## src/rtl/spi_adc_emu.sv

```systemverilog
// SPI responder emulating a dual-channel 12-bit serial ADC: two MISO lanes, shared CS/SCK.
// Define SPI_ADC_EMU_SYNC_EN to pass CS/SCK through 2-flop synchronizers (pins / foreign domain).
module spi_adc_emu #(
    parameter int DATA_W     = 12,
    parameter int LEAD_ZEROS = 4
) (
    input  logic              clk,
    input  logic              rst_n,
    input  logic              en_i,
    input  logic [DATA_W-1:0] sample0_i,
    input  logic [DATA_W-1:0] sample1_i,
    input  logic              spi_cs_ni,
    input  logic              spi_sck_i,
    output logic [1:0]        spi_miso_o,
    output logic              busy_o,
    output logic              frame_done_o,
    output logic              frame_err_o
);

    localparam int FRAME_LEN = LEAD_ZEROS + DATA_W;
    localparam int CNT_W     = $clog2(FRAME_LEN) + 1;
    localparam logic [CNT_W-1:0] FRAME_CNT = CNT_W'(FRAME_LEN);
    localparam logic [CNT_W-1:0] OVER_CNT  = CNT_W'(FRAME_LEN + 1);

    typedef enum logic [1:0] {IDLE, SHIFT, OVERRUN} state_t;

    logic cs_s, sck_s;

`ifdef SPI_ADC_EMU_SYNC_EN
    logic [1:0] cs_sync_q, cs_sync_d, sck_sync_q, sck_sync_d;

    always_comb begin
        cs_sync_d  = {cs_sync_q[0], spi_cs_ni};
        sck_sync_d = {sck_sync_q[0], spi_sck_i};
    end

    always_ff @(posedge clk or negedge rst_n) begin
        if (!rst_n) begin
            cs_sync_q  <= 2'b11;
            sck_sync_q <= 2'b00;
        end else begin
            cs_sync_q  <= cs_sync_d;
            sck_sync_q <= sck_sync_d;
        end
    end

    assign cs_s  = cs_sync_q[1];
    assign sck_s = sck_sync_q[1];
`else
    assign cs_s  = spi_cs_ni;
    assign sck_s = spi_sck_i;
`endif

    state_t                 state_q, state_d;
    logic                   cs_q, cs_d, sck_q, sck_d;
    logic [CNT_W-1:0]       cnt_q, cnt_d;
    logic [FRAME_LEN-1:0]   shift0_q, shift0_d, shift1_q, shift1_d;
    logic [1:0]             miso_q, miso_d;
    logic                   done_q, done_d, err_q, err_d;
    logic                   cs_fall, cs_rise, sck_rise, sck_fall;

    assign cs_d     = cs_s;
    assign sck_d    = sck_s;
    assign cs_fall  = cs_q & ~cs_s;
    assign cs_rise  = ~cs_q & cs_s;
    assign sck_rise = ~sck_q & sck_s;
    assign sck_fall = sck_q & ~sck_s;

    always_comb begin
        state_d  = state_q;
        cnt_d    = cnt_q;
        shift0_d = shift0_q;
        shift1_d = shift1_q;
        done_d   = 1'b0;
        err_d    = 1'b0;

        // CS release ends any active frame and outranks same-cycle SCK edges
        if (state_q != IDLE && cs_rise) begin
            state_d = IDLE;
            done_d  = (cnt_q == FRAME_CNT);
            err_d   = (cnt_q != FRAME_CNT);
        end else begin
            case (state_q)
                IDLE: begin
                    if (cs_fall && en_i) begin
                        shift0_d = {{LEAD_ZEROS{1'b0}}, sample0_i};
                        shift1_d = {{LEAD_ZEROS{1'b0}}, sample1_i};
                        cnt_d    = '0;
                        state_d  = SHIFT;
                    end
                end
                SHIFT: begin
                    if (sck_rise) begin
                        cnt_d = cnt_q + 1'b1;
                        if (cnt_d == FRAME_CNT) begin
                            state_d = OVERRUN;
                        end
                    end else if (sck_fall) begin
                        shift0_d = {shift0_q[FRAME_LEN-2:0], 1'b0};
                        shift1_d = {shift1_q[FRAME_LEN-2:0], 1'b0};
                    end
                end
                OVERRUN: begin
                    // keep counting one past the frame so an overrun stays visible at CS release
                    if (sck_rise && cnt_q != OVER_CNT) begin
                        cnt_d = cnt_q + 1'b1;
                    end
                end
                default: state_d = IDLE;
            endcase
        end

        miso_d = (state_d == SHIFT) ? {shift1_d[FRAME_LEN-1], shift0_d[FRAME_LEN-1]} : 2'b00;
    end

    always_ff @(posedge clk or negedge rst_n) begin
        if (!rst_n) begin
            state_q  <= IDLE;
            cs_q     <= 1'b1;
            sck_q    <= 1'b0;
            cnt_q    <= '0;
            shift0_q <= '0;
            shift1_q <= '0;
            miso_q   <= 2'b00;
            done_q   <= 1'b0;
            err_q    <= 1'b0;
        end else begin
            state_q  <= state_d;
            cs_q     <= cs_d;
            sck_q    <= sck_d;
            cnt_q    <= cnt_d;
            shift0_q <= shift0_d;
            shift1_q <= shift1_d;
            miso_q   <= miso_d;
            done_q   <= done_d;
            err_q    <= err_d;
        end
    end

    assign spi_miso_o   = miso_q;
    assign busy_o       = (state_q != IDLE);
    assign frame_done_o = done_q;
    assign frame_err_o  = err_q;

endmodule

```

## config.mk

```make
export PLATFORM = sky130hd
export DESIGN_NAME = spi_adc_emu
export DESIGN_NICKNAME = d
export VERILOG_FILES = /design/src/rtl/spi_adc_emu.sv
export SDC_FILE = /design/constraint.sdc
export NUM_CORES = 1
export LEC_CHECK = 0
export CORE_MARGIN = 2
export CORE_UTILIZATION = 53
export DETAILED_ROUTE_END_ITERATION = 7
export PLACE_DENSITY_LB_ADDON = 0.3
export SKIP_CTS_REPAIR_TIMING = 1
export SKIP_LAST_GASP = 1
export SLEW_MARGIN = 25
export SYNTH_ARGS = -nofsm -noshare
export SYNTH_HDL_FRONTEND = slang
export SYNTH_SLANG_ARGS = --single-unit
```

## constraint.sdc

```tcl
create_clock -name clk -period 2.2 [get_ports clk]
set_input_delay 0.22 -clock clk [delete_from_list [all_inputs] [get_ports clk]]
set_output_delay 0.22 -clock clk [all_outputs]
set_load 0.02 [all_outputs]
```

==> summary.md, run 1 <==
| Metric | Value |
|---|---|
| Inst Count DP | between 200 and 300 |
| Std-Cell Rows | 23 |
| Most used cell, CP | inv_1 |
| CP delay by family, top | buffers and inverters |
| Final Util | slightly below 70% |
| Final Net Count | between 200 and 300 |
| Num ports | 34 |
| Die width | about 69 um |
| WS Path Type | reg -> out |
| Die ar. | about 4800 sq um |
| Yosys reg bits | 45 |
| Final antenna-violating net count | 0 |
| First-pass GRT wire length | 8310 um |
| Root buf cell | clkbuf_8 |
| Relative slew slack | 58.9% |
| Core area | 4030 sq um |
| CP max-delay cell | clkdlybuf4s50_1 |
| FFs w/ async S/R, synth | 100% |
| Vias in the first global route | between 1500 and 2000 |
| Total routed wirelength | approximately 5000 um |
| IO buf count | 33 |
| Post-route setup slack | roughly 130 ps |
| Worst Setup Start Kind | flop |
| Worst Clk Skew | roughly 8.8 ps |
| Setup TNS | 0 ps |
| Tot GR Track Use | a little under a quarter |
| CP peak stage delay | around 630 ps |
| GP Congestion | between 0.8 and 0.9 |
| Worst path cell trace | inv_1, ha_2, inv_1, clkdlybuf4s50_1 |
| TritonCTS clock tree | yes |
| Worst-margin pin slew | around 610 ps |
| Power Dens Cells | approximately 1000 nW/um^2 |
| Vias | around 1800 |
| Initial Util | 55.5% |
| Iteration count of the initial detailed-routing pass | 4 |
| Final slew viol count | 0 |
| Routed len/inst | about 16 um |
| Area of the multi-input gates | slightly above 1000 sq um |
| Vias/cell | ~6.0 |
| 1st-iter DRT viols | ~120 |
| Req. time, crit path | 1980 ps |
| Post-Syn Area | 2240 sq um |
| Setup Viol. Count Final | 0 |
| Post-synthesis average cell area | between 10 and 15 sq um |
| Top_reg_cell synth | dfrtp_1 |
| DP HPWL | 3540 um |
| Distinct cells, synth | 44 |
| HP Class | in -> async |
| Antenna diodes | 0 |
| WP data arrival | approximately 1900 ps |
| Status | complete, no violations |
| Clock transition at path regs | 80 ps |
| Period minus WS final | 2070 ps |
| Die height | 69.0 um |
| Register area share after synthesis | between 50 and 60% |
| Post-synth EDFFs | 0 |
| DRC Markers | 0 |
| RSZ-0062 raised after global routing | yes |
| Layout Cells excl Fill | about 300 |
| # Max-Cap Violations | 0 |
| FF+latch area | roughly 1100 sq um |
| # H-tree levels | 2 |
| CTS Buf Count | 5 |
| Pre-CTS WS | between 100 and 150 ps |
| Final Cycle Share | around 94% |
| Pin count of the biggest net entering global routing | 24 |
| Ys Warns | 0 |
| FMAX | about 480 MHz |
| Final hold vios | 0 |
| Worst setup EP type | output port |
| Initial antenna violation count | 0 |
| Static Leak | about 0.0012 uW |
| Min Hold Slack | 388 ps |
| Maximum VDD drop | around 800 uV |
| Area Overhead vs Synth | 24.9% |
| Grt ovf | 0 |
| CTS Sinks | 45 |
| Longest Clk Path Bufs | 2 |
| Crit-path max FO | 8 |
| Ratio of cells with drive above 1 in the final layout | between 10% and 20% |
| Cells after Synth | about 220 |
| Worst-Skew Late Latency | approximately 300 ps |
| Filler instances | between 300 and 400 |
| Bufs and invs on worst path | 3 |
| Net Count, Synth | 253 |
[power breakdown]
group | total (uW) | internal [uW] | switching (uW)
logic | 1060 | 441 | 616
registers | 1130 | 992 | 136
clock network | 745 | 457 | 288
[registers in the layout, summed over array words and instances, names as in the netlist]
register / count
shift1_q: 16
cs_q: 1
shift0_q: 16
frame_err_o: 1
frame_done_o: 1
sck_q: 1
state_q: 2
spi_miso_o: 2
cnt_q: 5
[through the flow]
stage               power (uW)  instance area, sq um
floorplan                 1830                  2240
global placement          2130                  2650
detailed placement        2180                  2650
CTS                       2930                  2780
global route              3140                  2800
finish                    2930                  2800
[per-layer routing]
layer / vias to the layer above / part of all wire, % / GRT usage [%]
met5: - / 0 / 0
met4: 0 / 0.80 / 6.86
met3: 5 / 4.5 / 6.66
met2: 36 / 49 / 37.1
met1: 921 / 46 / 32.1
li1: 884 / - / -
[placed cells by master, fill, tap and decap left out, types with 4 or more instances in the layout]
cell type        Yosys  routed
dfrtp_1             44      44
nand3_1              6       6
o21ai_1              3       4
clkdlybuf4s50_1      0      32
inv_1                8       8
a21oi_1              4       4
a22o_1               8       8
a22oi_1             20      20
ha_1                 8       7
nand2_1              8       8
buf_4                1      11
clkbuf_8             0       5
o21ai_0             51      50
[area by class of cell]
cell class	instances	share of cell area (%)
timing repair buffer	45	15.0
inverter	8	1.07
clock inverter	3	2.46
clock buffer	5	2.46
sequential	45	40.3
tap	50	2.24
multi-input combinational	150	36.5
[worst paths after layout]
kind                                     startpoint                        to  slack, ps  cells past startpoint
min in group clk                          spi_cs_ni            cs_q$_DFF_PN1_        450                      1
min reg2reg                shift0_q[12]$_DFFE_PN0P_  shift0_q[13]$_DFFE_PN0P_        500                      1
max in group asynchronous                     rst_n   shift0_q[1]$_DFFE_PN0P_       1250                      3
min                                           rst_n     frame_err_o$_DFF_PN0_        390                      2
max reg2reg                    state_q[1]$_DFF_PN0_      cnt_q[4]$_DFFE_PN0P_        140                      6
max                            state_q[0]$_DFF_PN0_                    busy_o        130                      4
[cell usage after synthesis (2+ instances only)]
cell type,n,area share (%)
a2111oi_2,2,1.3
a21oi_1,4,0.89
a22o_1,8,3.1
a22oi_1,20,6.7
and3_1,2,0.56
and4b_1,2,0.89
clkbuf_1,9,1.5
clkbuf_2,2,0.45
dfrtp_1,44,49
ha_1,8,4.5
inv_1,8,1.3
mux2_4,2,1.3
nand2_1,8,1.3
nand2b_1,2,0.56
nand3_1,6,1.3
nor2_1,3,0.50
nor2b_1,3,0.84
nor3_1,3,0.67
o211ai_1,2,0.67
o21ai_0,51,11
o21ai_1,3,0.67
or3b_2,2,0.78
[cells by family after synthesis]
family,Yosys count,synth area share (%)
DFF,45,50.4
muxes,2,1.34
adders and majority gates,8,4.47
buffers and inverters,21,4.14
and+or+nand+nor,39,10.2
AOI/OAI and AO/OA,101,29.5
(Power assumes the default switching activity.)
==> inputs of run 2 (changes only) <==
--- a/config.mk
+++ b/config.mk
@@ -6,7 +6,7 @@
 export NUM_CORES = 1
 export LEC_CHECK = 0
 export CORE_MARGIN = 2
-export CORE_UTILIZATION = 53
+export CORE_UTILIZATION = 48
 export DETAILED_ROUTE_END_ITERATION = 7
 export PLACE_DENSITY_LB_ADDON = 0.3
 export SKIP_CTS_REPAIR_TIMING = 1
==> constraint.sdc (replaced) <==
create_clock -name clk -period 1.7 [get_ports clk]
set_input_delay 0.17 -clock clk [delete_from_list [all_inputs] [get_ports clk]]
set_output_delay 0.17 -clock clk [all_outputs]
set_load 0.02 [all_outputs]
==> summary.md, run 2 (synthesis results as in run 1) <==
| Metric | Value |
|---|---|
| Status | complete, but fails checks |
| Violated checks | negative hold slack, negative setup slack |
| Die width | 72.3 um |
| Longest Clk Path Bufs | 2 |
| Core area | around 4400 sq um |
| Antenna diodes | 0 |
| Area of the multi-input gates | between 1000 and 1500 sq um |
| Final slew viol count | 0 |
| Routed len/inst | about 16 um |
| Maximum VDD drop | 1400 uV |
| Iteration count of the initial detailed-routing pass | 4 |
| Worst-margin pin slew | roughly 580 ps |
| Worst Setup Start Kind | flop |
| Fin area | 3110 sq um |
| Relative slew slack | between 60% and 70% |
| # Max-Cap Violations | 0 |
| Final antenna-violating net count | 0 |
| Worst-Skew Late Latency | between 200 and 300 ps |
| Bufs and invs on worst path | 0 |
| Setup Viol. Count Final | 37 |
| Die height | about 72 um |
| Clock transition at path regs | about 80 ps |
| Tot GR Track Use | 21.7% |
| Period minus WS final | between 1500 and 2000 ps |
| Filler instances | 312 |
| Num ports | 34 |
| Crit-path max FO | 6 |
| FF+latch area | around 1100 sq um |
| CTS Buf Count | 5 |
| Initial Util | between 50 and 60% |
| RSZ-0062 raised after global routing | yes |
| Min Hold Slack | -54.4 ps |
| Worst path cell trace | ha_2, or2_0, a221o_1, or2_4, a21o_1 |
| CP delay by family, top | compound AO/OA/AOI/OAI gates |
| IO buf count | 33 |
| CP peak stage delay | between 400 and 500 ps |
| Post-route setup slack | -256 ps |
| TritonCTS clock tree | yes |
| Placement Cell Area | roughly 2900 sq um |
| Root buf cell | clkbuf_8 |
| GP Congestion | roughly 0.84 |
| First-pass GRT wire length | 8800 um |
| HP Class | in -> async |
| Static Leak | between 0.001 and 0.0015 uW |
| Final Cycle Share | 115% |
| DP HPWL | 3750 um |
| WS Path Type | reg -> reg |
| Top flop regs | shift0_q (16), shift1_q (16), cnt_q (5) |
| Vias | 1977 |
| Ratio of cells with drive above 1 in the final layout | ~28% |
| Final Util | a little over two thirds |
| Vias in the first global route | approximately 1900 |
| Req. time, crit path | 1880 ps |
| Die ar. | roughly 5200 sq um |
| Power Dens Cells | 1330 nW/um^2 |
| CTS Sinks | 45 |
| # H-tree levels | 2 |
| Total routed wirelength | between 5000 and 6000 um |
| Initial antenna violation count | 0 |
| Std-Cell Rows | 24 |
| Pin count of the biggest net entering global routing | 46 |
| FMAX | roughly 510 MHz |
| WP data arrival | about 2100 ps |
| Vias/cell | about 5.8 |
| Final Net Count | 323 |
| Worst setup EP type | flop |
| CP max-delay cell | a221o_1 |
| DRC Markers | 0 |
| Worst Clk Skew | slightly below 8 ps |
| 1st-iter DRT viols | 130 |
| Area Overhead vs Synth | 39.0% |
| Most common cell after layout, fill and taps aside | dfrtp_1 |
| Final hold vios | 44 |
| Commonest non-fill, non-tap cells in the layout | dfrtp_1 (44), buf_4 (37), clkdlybuf4s50_1 (31) |
| Grt ovf | 0 |
==> run 2: area by class of cell <==
cell class	count	area share, %
flip-flops and latches	45	36.2
multi-input cells	151	35.9
repair buffers	75	22.1
clock buffers	7	2.45
well taps	52	2.09
inverters	8	0.965
clock inverters	1	0.241
==> run 2: metrics by stage <==
stage	setup TNS (ps)	power, uW	std cells	setup WS, ps
final	-4290	4150	339	-256
after global routing	-7840	4430	339	-364
after CTS	-6180	3910	334	-308
after detailed placement	-5150	3250	326	-254
after global placement	-2890	3210	326	-204
after floorplan	-855	2440	216	-137
==> run 2: routing by layer <==
metal	up-vias	share of wire, %	wire, um	global-route usage (%)
li1	959	-	-	-
met1	950	45	2460	31.4
met2	66	49	2670	32.8
met3	2	6.5	357	5.97
met4	0	0.27	15	5.03
met5	-	0	0	0
==> run 2: path summary, 6_finish.rpt <==
check | startpoint | end | cells after the start | slack [ps]
max in group asynchronous | rst_n | shift1_q[10]$_DFFE_PN0P_ | 2 | 1350
max reg2reg | state_q[0]$_DFF_PN0_ | cnt_q[2]$_DFFE_PN0P_ | 5 | -260
min | rst_n | frame_err_o$_DFF_PN0_ | 2 | -50
min in group clk | spi_cs_ni | cs_q$_DFF_PN1_ | 1 | 330
min reg2reg | shift1_q[9]$_DFFE_PN0P_ | shift1_q[9]$_DFFE_PN0P_ | 2 | 510
max | state_q[0]$_DFF_PN0_ | cnt_q[2]$_DFFE_PN0P_ | 5 | -260
==> run 2: where the power goes <==
part | switching [uW] | internal [uW]
combinational | 1040 | 1030
sequential | 145 | 1280
clock | 353 | 291
total | 1540 | 2610
==> inputs of run 3 (changes only) <==
--- a/config.mk
+++ b/config.mk
@@ -9,6 +9,8 @@
 export CORE_UTILIZATION = 48
 export DETAILED_ROUTE_END_ITERATION = 7
 export PLACE_DENSITY_LB_ADDON = 0.3
+export RECOVER_POWER = 25
+export REMOVE_ABC_BUFFERS = 1
 export SKIP_CTS_REPAIR_TIMING = 1
 export SKIP_LAST_GASP = 1
 export SLEW_MARGIN = 25
==> summary.md, run 3 (synthesis results as in run 1) <==
| Metric | Value |
|---|---|
| Initial Util | a little over 50% |
| Routed len/inst | between 15 and 20 um |
| Pin count of the biggest net entering global routing | 46 |
| Vias | approximately 1900 |
| Inst Count DP | 318 |
| Tot GR Track Use | around a fifth |
| Worst Clk Skew | around 3 ps |
| Crit-path max FO | 5 |
| Ratio of cells with drive above 1 in the final layout | 22.5% |
| Antenna diodes | 0 |
| Total routed wirelength | a little over 5000 um |
| Period minus WS final | approximately 1800 ps |
| Worst setup EP type | flop |
| IO buf count | 33 |
| DP HPWL | around 3500 um |
| Worst Setup Start Kind | flop |
| Num ports | 34 |
| Power Dens Cells | between 1000 and 1500 nW/um^2 |
| Static Leak | approximately 0.0013 uW |
| 1st-iter DRT viols | roughly 180 |
| Clock transition at path regs | approximately 80 ps |
| RSZ-0062 raised after global routing | yes |
| # Max-Cap Violations | 0 |
| Longest Clk Path Bufs | 2 |
| Iteration count of the initial detailed-routing pass | 5 |
| Maximum VDD drop | approximately 800 uV |
| Die width | 72.3 um |
| Final antenna-violating net count | 0 |
| Vias/cell | between 5 and 6 |
| FMAX | 561 MHz |
| Violated checks | negative setup slack |
| Filler instances | 353 |
| Setup Viol. Count Final | 26 |
| R2R setup slack | -80 ps |
| Final Net Count | approximately 310 |
| CTS Sinks | between 40 and 50 |
| Req. time, crit path | 1890 ps |
| Worst-margin pin slew | about 1100 ps |
| HP Class | in -> reg |
| Initial antenna violation count | 0 |
| Hold Path Stages | 3 |
| Layout Cells excl Fill | between 300 and 400 |
| Final hold vios | 0 |
| Root buf cell | clkbuf_8 |
| Post-route setup slack | -81.9 ps |
| Area Overhead vs Synth | 32.0% |
| GP Congestion | approximately 0.80 |
| Worst hold start | sample0_i[0] |
| TritonCTS clock tree | yes |
| Final Cycle Share | 105% |
| Die ar. | between 5000 and 6000 sq um |
| Worst-Skew Late Latency | 290 ps |
| WP data arrival | 1970 ps |
| Grt ovf | 0 |
| Core area | ~4400 sq um |
| Reg2Reg Launch Point | state_q[0]$_DFF_PN0_ |
| Std-Cell Rows | 24 |
| DRC Markers | 0 |
| Most common cell after layout, fill and taps aside | dfrtp_1 |
| Top flop regs | shift0_q (16), shift1_q (16), cnt_q (5) |
| Commonest non-fill, non-tap cells in the layout | dfrtp_1 (44), o21ai_0 (32), clkdlybuf4s50_1 (30) |
| Final Util | about two thirds |
| First-pass GRT wire length | between 8000 and 9000 um |
| Relative slew slack | 27.8% |
| CTS Buf Count | 5 |
| Status | complete, but fails checks |
| Die height | roughly 72 um |
| Vias in the first global route | ~1800 |
| # H-tree levels | 2 |
| WS Path Type | reg -> reg |
| Final slew viol count | 0 |
| R2R cell count | 6 |
| Crit path launch | state_q[0]$_DFF_PN0_ |
## run 3: cell count changes in the layout (fill, tap and decap cells not counted), sizes merged
| cell | delta |
|---|---|
| buf | -14 |
| clkbuf | +1 |
| clkdlybuf4s50 | -1 |
| clkinv | +2 |
| clkinvlp | -1 |
| dlygate4sd3 | +2 |
## run 3: cell type report
cell class                      count  area, sq um  share of cell area [%]
Clock inverter                      2         13.8                   0.466
Multi-Input combinational cell    151         1070                    36.2
Inverter                            8         30.0                    1.02
Sequential cell                    45         1130                    38.2
Clock buffer                        6         82.6                    2.80
Timing Repair Buffer               64          564                    19.1
Tap cell                           52         65.1                    2.20
## run 3: metrics by stage
step | total power (uW) | cell area, sq um | hold slack, ps | setup TNS [ps] | setup WS (ps)
floorplan | 2320 | 2170 | -126 | -19710 | -715
finish | 3940 | 2950 | 402 | -791 | -81.9
global route | 4230 | 2950 | 426 | -3710 | -133
CTS | 3790 | 2890 | -32.9 | -8030 | -400
detailed placement | 3090 | 2790 | 286 | -7110 | -253
global placement | 3050 | 2790 | 286 | -3520 | -169
## run 3: metal layers
| layer | track usage, % | up-vias | routed length (um) |
|---|---|---|---|
| li1 | - | 925 | - |
| met1 | 30.7 | 900 | 2470 |
| met3 | 3.19 | 7 | 177 |
| met4 | 7.34 | 0 | 68 |
| met2 | 32.3 | 40 | 2330 |
| met5 | 0 | - | 0 |
## run 3: worst max-delay path: stages (launching register included)
cell and delay, ps:
dfrtp_1 390, inv_2 80, ha_2 200, or2_1 210, a221o_1 360, or2_4 270
a21o_1 180
## run 3: power by group
group / switching [uW] / internal [uW] / total [uW]
Sequential: 131 / 1280 / 1410
Combinational: 949 / 884 / 1830
Clock: 360 / 330 / 689
Total: 1440 / 2500 / 3940
## run 3: path summary, 6_finish.rpt
path	end
min in group asynchronous	cnt_q[4]$_DFFE_PN0P_
setup reg to reg	cnt_q[2]$_DFFE_PN0P_
setup / recovery	cnt_q[2]$_DFFE_PN0P_
max in group asynchronous	sck_q$_DFF_PN0_
hold / removal	shift0_q[0]$_DFFE_PN0P_
hold reg to reg	shift1_q[14]$_DFFE_PN0P_
